File: config.mk
export PLATFORM = sky130hd
export DESIGN_NAME = cla_seq_adder
export DESIGN_NICKNAME = d
export VERILOG_FILES = /design/src/rtl/cla_seq_adder.sv
export SDC_FILE = /design/constraint.sdc
export NUM_CORES = 1
export LEC_CHECK = 0
export ABC_AREA = 1
export BUFFER_PORTS_ARGS = -buffer_cell sky130_fd_sc_hd__clkbuf_2
export CAP_MARGIN = 0
export CORE_ASPECT_RATIO = 0.5
export CORE_MARGIN = 4
export CORE_UTILIZATION = 40
export CTS_CLUSTER_DIAMETER = 200
export DETAILED_ROUTE_END_ITERATION = 8
export PLACE_DENSITY = 0.72
export SYNTH_ARGS = -nofsm -noshare
export SYNTH_HDL_FRONTEND = slang
export SYNTH_SLANG_ARGS = --single-unit
File: constraint.sdc
create_clock -name clk -period 2.2 [get_ports clk]
set_input_delay 0.11 -clock clk [delete_from_list [all_inputs] [get_ports clk]]
set_output_delay 0.11 -clock clk [all_outputs]
set_load 0.02 [all_outputs]
File: src/rtl/cla_seq_adder.sv
// Nibble-serial WIDTH-bit add/subtract sequencer driving one external 4-bit CLA.
// One nibble per cycle, LSB first, with the carry chained through a register.
module cla_seq_adder #(
    parameter int unsigned WIDTH = 32
) (
    input  logic             clk,
    input  logic             rst,
    input  logic             start,
    input  logic             op_sub,
    input  logic [WIDTH-1:0] a,
    input  logic [WIDTH-1:0] b,
    output logic             busy,
    output logic             done,
    output logic [WIDTH-1:0] result,
    output logic             carry_out,
    output logic             overflow,
    output logic             zero,
    output logic [3:0]       cla_in1,
    output logic [3:0]       cla_in2,
    output logic             cla_cin,
    input  logic [3:0]       cla_sum,
    input  logic             cla_cout
);

    localparam int unsigned N  = WIDTH / 4;
    localparam int unsigned IW = (N > 1) ? $clog2(N) : 1;
    localparam logic [IW-1:0] LastIdx = IW'(N - 1);

    typedef enum logic [1:0] {
        StIdle,
        StRun,
        StDone
    } state_e;

    state_e           state_q, state_d;
    logic [WIDTH-1:0] op_a_q, op_a_d;
    logic [WIDTH-1:0] op_b_q, op_b_d;
    logic [WIDTH-1:0] ws_q, ws_d;
    logic [WIDTH-1:0] result_q, result_d;
    logic [IW-1:0]    idx_q, idx_d;
    logic             cr_q, cr_d;
    logic             carry_q, carry_d;
    logic             ovf_q, ovf_d;
    logic             zero_q, zero_d;

    logic [IW+1:0]    bit_base;
    logic [WIDTH-1:0] final_res;

    assign bit_base = {idx_q, 2'b00};

    // Working sum with the top nibble taken straight from the CLA on the last RUN cycle.
    always_comb begin
        final_res              = ws_q;
        final_res[WIDTH-1 -: 4] = cla_sum;
    end

    always_comb begin
        state_d  = state_q;
        op_a_d   = op_a_q;
        op_b_d   = op_b_q;
        ws_d     = ws_q;
        result_d = result_q;
        idx_d    = idx_q;
        cr_d     = cr_q;
        carry_d  = carry_q;
        ovf_d    = ovf_q;
        zero_d   = zero_q;
        cla_in1  = 4'h0;
        cla_in2  = 4'h0;
        cla_cin  = 1'b0;

        unique case (state_q)
            StIdle: begin
                if (start) begin
                    op_a_d  = a;
                    op_b_d  = op_sub ? ~b : b;
                    cr_d    = op_sub;
                    idx_d   = '0;
                    ws_d    = '0;
                    state_d = StRun;
                end
            end
            StRun: begin
                cla_in1             = op_a_q[bit_base +: 4];
                cla_in2             = op_b_q[bit_base +: 4];
                cla_cin             = cr_q;
                ws_d[bit_base +: 4] = cla_sum;
                cr_d                = cla_cout;
                if (idx_q == LastIdx) begin
                    state_d  = StDone;
                    result_d = final_res;
                    carry_d  = cla_cout;
                    zero_d   = (final_res == '0);
                    ovf_d    = (op_a_q[WIDTH-1] == op_b_q[WIDTH-1]) &&
                               (cla_sum[3] != op_a_q[WIDTH-1]);
                end else begin
                    idx_d = idx_q + 1'b1;
                end
            end
            StDone: begin
                state_d = StIdle;
            end
            default: begin
                state_d = StIdle;
            end
        endcase
    end

    always_ff @(posedge clk) begin
        if (rst) begin
            state_q  <= StIdle;
            op_a_q   <= '0;
            op_b_q   <= '0;
            ws_q     <= '0;
            result_q <= '0;
            idx_q    <= '0;
            cr_q     <= 1'b0;
            carry_q  <= 1'b0;
            ovf_q    <= 1'b0;
            zero_q   <= 1'b0;
        end else begin
            state_q  <= state_d;
            op_a_q   <= op_a_d;
            op_b_q   <= op_b_d;
            ws_q     <= ws_d;
            result_q <= result_d;
            idx_q    <= idx_d;
            cr_q     <= cr_d;
            carry_q  <= carry_d;
            ovf_q    <= ovf_d;
            zero_q   <= zero_d;
        end
    end

    assign busy      = (state_q != StIdle);
    assign done      = (state_q == StDone);
    assign result    = result_q;
    assign carry_out = carry_q;
    assign overflow  = ovf_q;
    assign zero      = zero_q;

endmodule

==> impl_metrics.env <==
export IMPL_seq_area_frac_synth=0.442
export IMPL_die_h_um=94.8
export IMPL_grt_max_degree=98
export IMPL_cap_violations=0
export IMPL_dp_cells=1080
export IMPL_cts_tree="built"
export IMPL_num_antenna_cells=0
export IMPL_post_route_drc_count=0
export IMPL_setup_tns_ns=0
export IMPL_avgSynthCellArea_um2=7.51
export IMPL_synthAdderAreaFrac=0.0166
export IMPL_place_port_buffers=118
export IMPL_first_pass_iters=5
export IMPL_mostFrequentLayoutCells="nor2_1, dfxtp_1, clkbuf_2"
export IMPL_rsz0062_at_grt="no"
export IMPL_outcome="finished, final reports clean"
export IMPL_synth_xor_area_share=0.0465
export IMPL_vias_per_cell=4.97
export IMPL_tightest_slew_ns=0.817
export IMPL_finalPower_mw=6.00
export IMPL_synth_largest_area_cell="dfxtp_1"
export IMPL_grt_overflow_total=0
export IMPL_yosys_warnings=0
export IMPL_p_leak_nw=3.12
export IMPL_grt_pass1_vias=5238
export IMPL_finalSetupViolations=0
export IMPL_p_clk_frac=0.446
export IMPL_postRouteAntennaNets=0
export IMPL_die_area_um2=17200
export IMPL_maxSlewHeadroom=0.455
export IMPL_sequentialPowerShare=0.429
export IMPL_rows=31
export IMPL_grt_usage=0.188
export IMPL_nets=1018
export IMPL_syn_area_um2=6020
export IMPL_layout_drive_gt1_share=0.201
export IMPL_synth_top_family_by_area="simple AND/OR/NAND/NOR gates"
export IMPL_wl_um=16300
export IMPL_synth_cells=802
export IMPL_layout_commonest_cell="nor2_1"
export IMPL_end_kind="register"
export IMPL_power_frac_comb=0.125
export IMPL_synthSimpleGateAreaFrac=0.235
export IMPL_crit_arrival_ns=2.37
export IMPL_core_area_um2=14600
export IMPL_power_internal_mw=4.42
export IMPL_peakVddDrop_uv=548
export IMPL_grt_pass1_wl_um=26100
export IMPL_fin_crit_sh=0.927
export IMPL_power_density_nw_per_um2=783
export IMPL_instances_no_fill=1147
export IMPL_antenna_found_initial=0
export IMPL_nFillCells=1441
export IMPL_htree_levels=4
export IMPL_synth_fp_nets=883
export IMPL_gp_congestion=0.919
export IMPL_pin_count=119
export IMPL_start_kind="register"
export IMPL_syn2layout_area_growth_pct=27.3
export IMPL_crit_type="register to register"
export IMPL_clk_latency_ns=0.41
export IMPL_timing_final_crit_period_ns=2.04
export IMPL_yosys_top_cells_area="dfxtp_1, nor2_1, a21oi_1, o21ai_0, nand2_1"
export IMPL_synth_top_cell_area_share=0.442
export IMPL_clockBufferDepth=2
export IMPL_vias=5705
export IMPL_fin_skew_ns=0.00694
export IMPL_fp_dieW_um=182
export IMPL_rrSetupSlack_ns=0.16
export IMPL_drv_slew=0
export IMPL_crit_required_ns=2.53
export IMPL_synthMuxAreaShare=0
export IMPL_yosys_register_bits=133
export IMPL_numClockSinks=133
export IMPL_cts_root_buf="clkbuf_16"
export IMPL_hold_path_class="input port to register"
export IMPL_hold_violations=0
export IMPL_fmax_mhz=491
export IMPL_netSwitchingFraction=0.263
export IMPL_numCtsBuffers=17
export IMPL_start_util=0.413
export IMPL_holdWs_ns=0.00541
export IMPL_path_max_fanout=7
export IMPL_clk_pin_slew_ns=0.06
export IMPL_ys_types=34
export IMPL_dp_hpwl_um=11400
export IMPL_wl_per_cell_um=14.2
export IMPL_synth_compound_area_share=0.186
export IMPL_drt_iter0_markers=402
export IMPL_p_switching_mw=1.58
==> sequential cells by signal (all words and copies together) (netlist names) <==
signal / count
result: 32
overflow: 1
idx_q: 3
op_b_q: 32
ws_q: 28
carry_out: 1
cr_q: 1
state_q: 2
op_a_q: 32
zero: 1
==> area by class of cell <==
| class | instances | area [µm²] | area share |
|---|---|---|---|
| clock buffer | 20 | 457 | 0.0596 |
| clock inverter | 11 | 103 | 0.0134 |
| inverter | 42 | 160 | 0.0209 |
| multi-input combinational | 574 | 2920 | 0.381 |
| sequential | 133 | 2660 | 0.347 |
| tap | 198 | 248 | 0.0323 |
| timing repair buffer | 169 | 1120 | 0.146 |
==> repair_timing <==
item | CTS | global route
hold endpoints to repair | 37 | 0
buffers inserted | 0 | 0
gates resized for setup | 0 | 4
setup endpoints to repair | 0 | 4
hold buffers | 36 | 0
==> metal layers <==
layer  vias to the layer above  track usage  part of all wire
met3                        17       0.0412             0.049
met1                      2605        0.248              0.47
met4                         0       0.0599             0.013
met5                         -            0                 0
met2                       153        0.309              0.47
li1                       2930            -                 -
==> per-stage QoR <==
stage	cell area, µm²	util	setup WS [ns]
floorplan	6020	-	0.138
global placement	6730	0.462	0.321
detailed placement	6730	0.462	0.255
CTS	7650	0.525	0.0965
global route	7670	0.526	0.00483
finish	7670	0.526	0.161
==> worst paths after layout <==
check | startpoint | endpoint | depth (start not counted)
min | a[21] | op_a_q[21]$_SDFFE_PP0P_ | 3
max reg2reg | idx_q[0]$_SDFFE_PP0P_ | ws_q[17]$_SDFFE_PP0P_ | 9
max | idx_q[0]$_SDFFE_PP0P_ | ws_q[17]$_SDFFE_PP0P_ | 9
min reg2reg | op_b_q[9]$_SDFFE_PP0P_ | op_b_q[9]$_SDFFE_PP0P_ | 2
==> synthesized netlist by cell type <==
cell type and n:
nand2_1 98, or2_2 1, o22ai_1 4, nor2_8 1, buf_6 5, inv_2 8, buf_2 21, nand3_1 47
o21ai_0 93, nand3_2 1, nor2_1 143, xor2_1 17, inv_4 1, a211oi_1 15, o21ai_1 4, nand2_2 2
inv_1 32, xnor2_1 15, dfxtp_1 133, and3_1 4, nand3_4 1, nor2_4 2, a31oi_1 1, nand4_4 1
clkinv_1 1, nor2_2 2, clkbuf_2 2, nor3_2 8, o21a_1 1, clkbuf_1 21, a21oi_1 97, nand4_1 8
buf_4 4, ha_1 8
==> critical path: stages, from the launching register on <==
cell     delay, ns
dfxtp_1       0.47
inv_4         0.05
ha_1          0.21
ha_1          0.44
inv_2         0.14
nor2_4        0.17
nand4_4       0.15
inv_2         0.11
nand3_1       0.07
a21oi_1       0.13
==> logic make-up after synthesis <==
kind of cell / after synthesis
simple gates: 319
compound gates: 215
flops: 133
buf+inv: 95
xor+xnor: 32
fa+ha+maj: 8
==> power groups by stage <==
stage | Combinational, mW | Clock (mW) | Sequential [mW]
2_1_floorplan | 0.502 | 0 | 2.61
3_3_place_gp | 0.685 | 0 | 2.62
3_5_place_dp | 0.693 | 0 | 2.62
4_1_cts | 0.748 | 2.72 | 2.57
5_1_grt | 0.844 | 2.84 | 2.58
6_report | 0.753 | 2.68 | 2.57
Power figures use the tool's default switching activity.
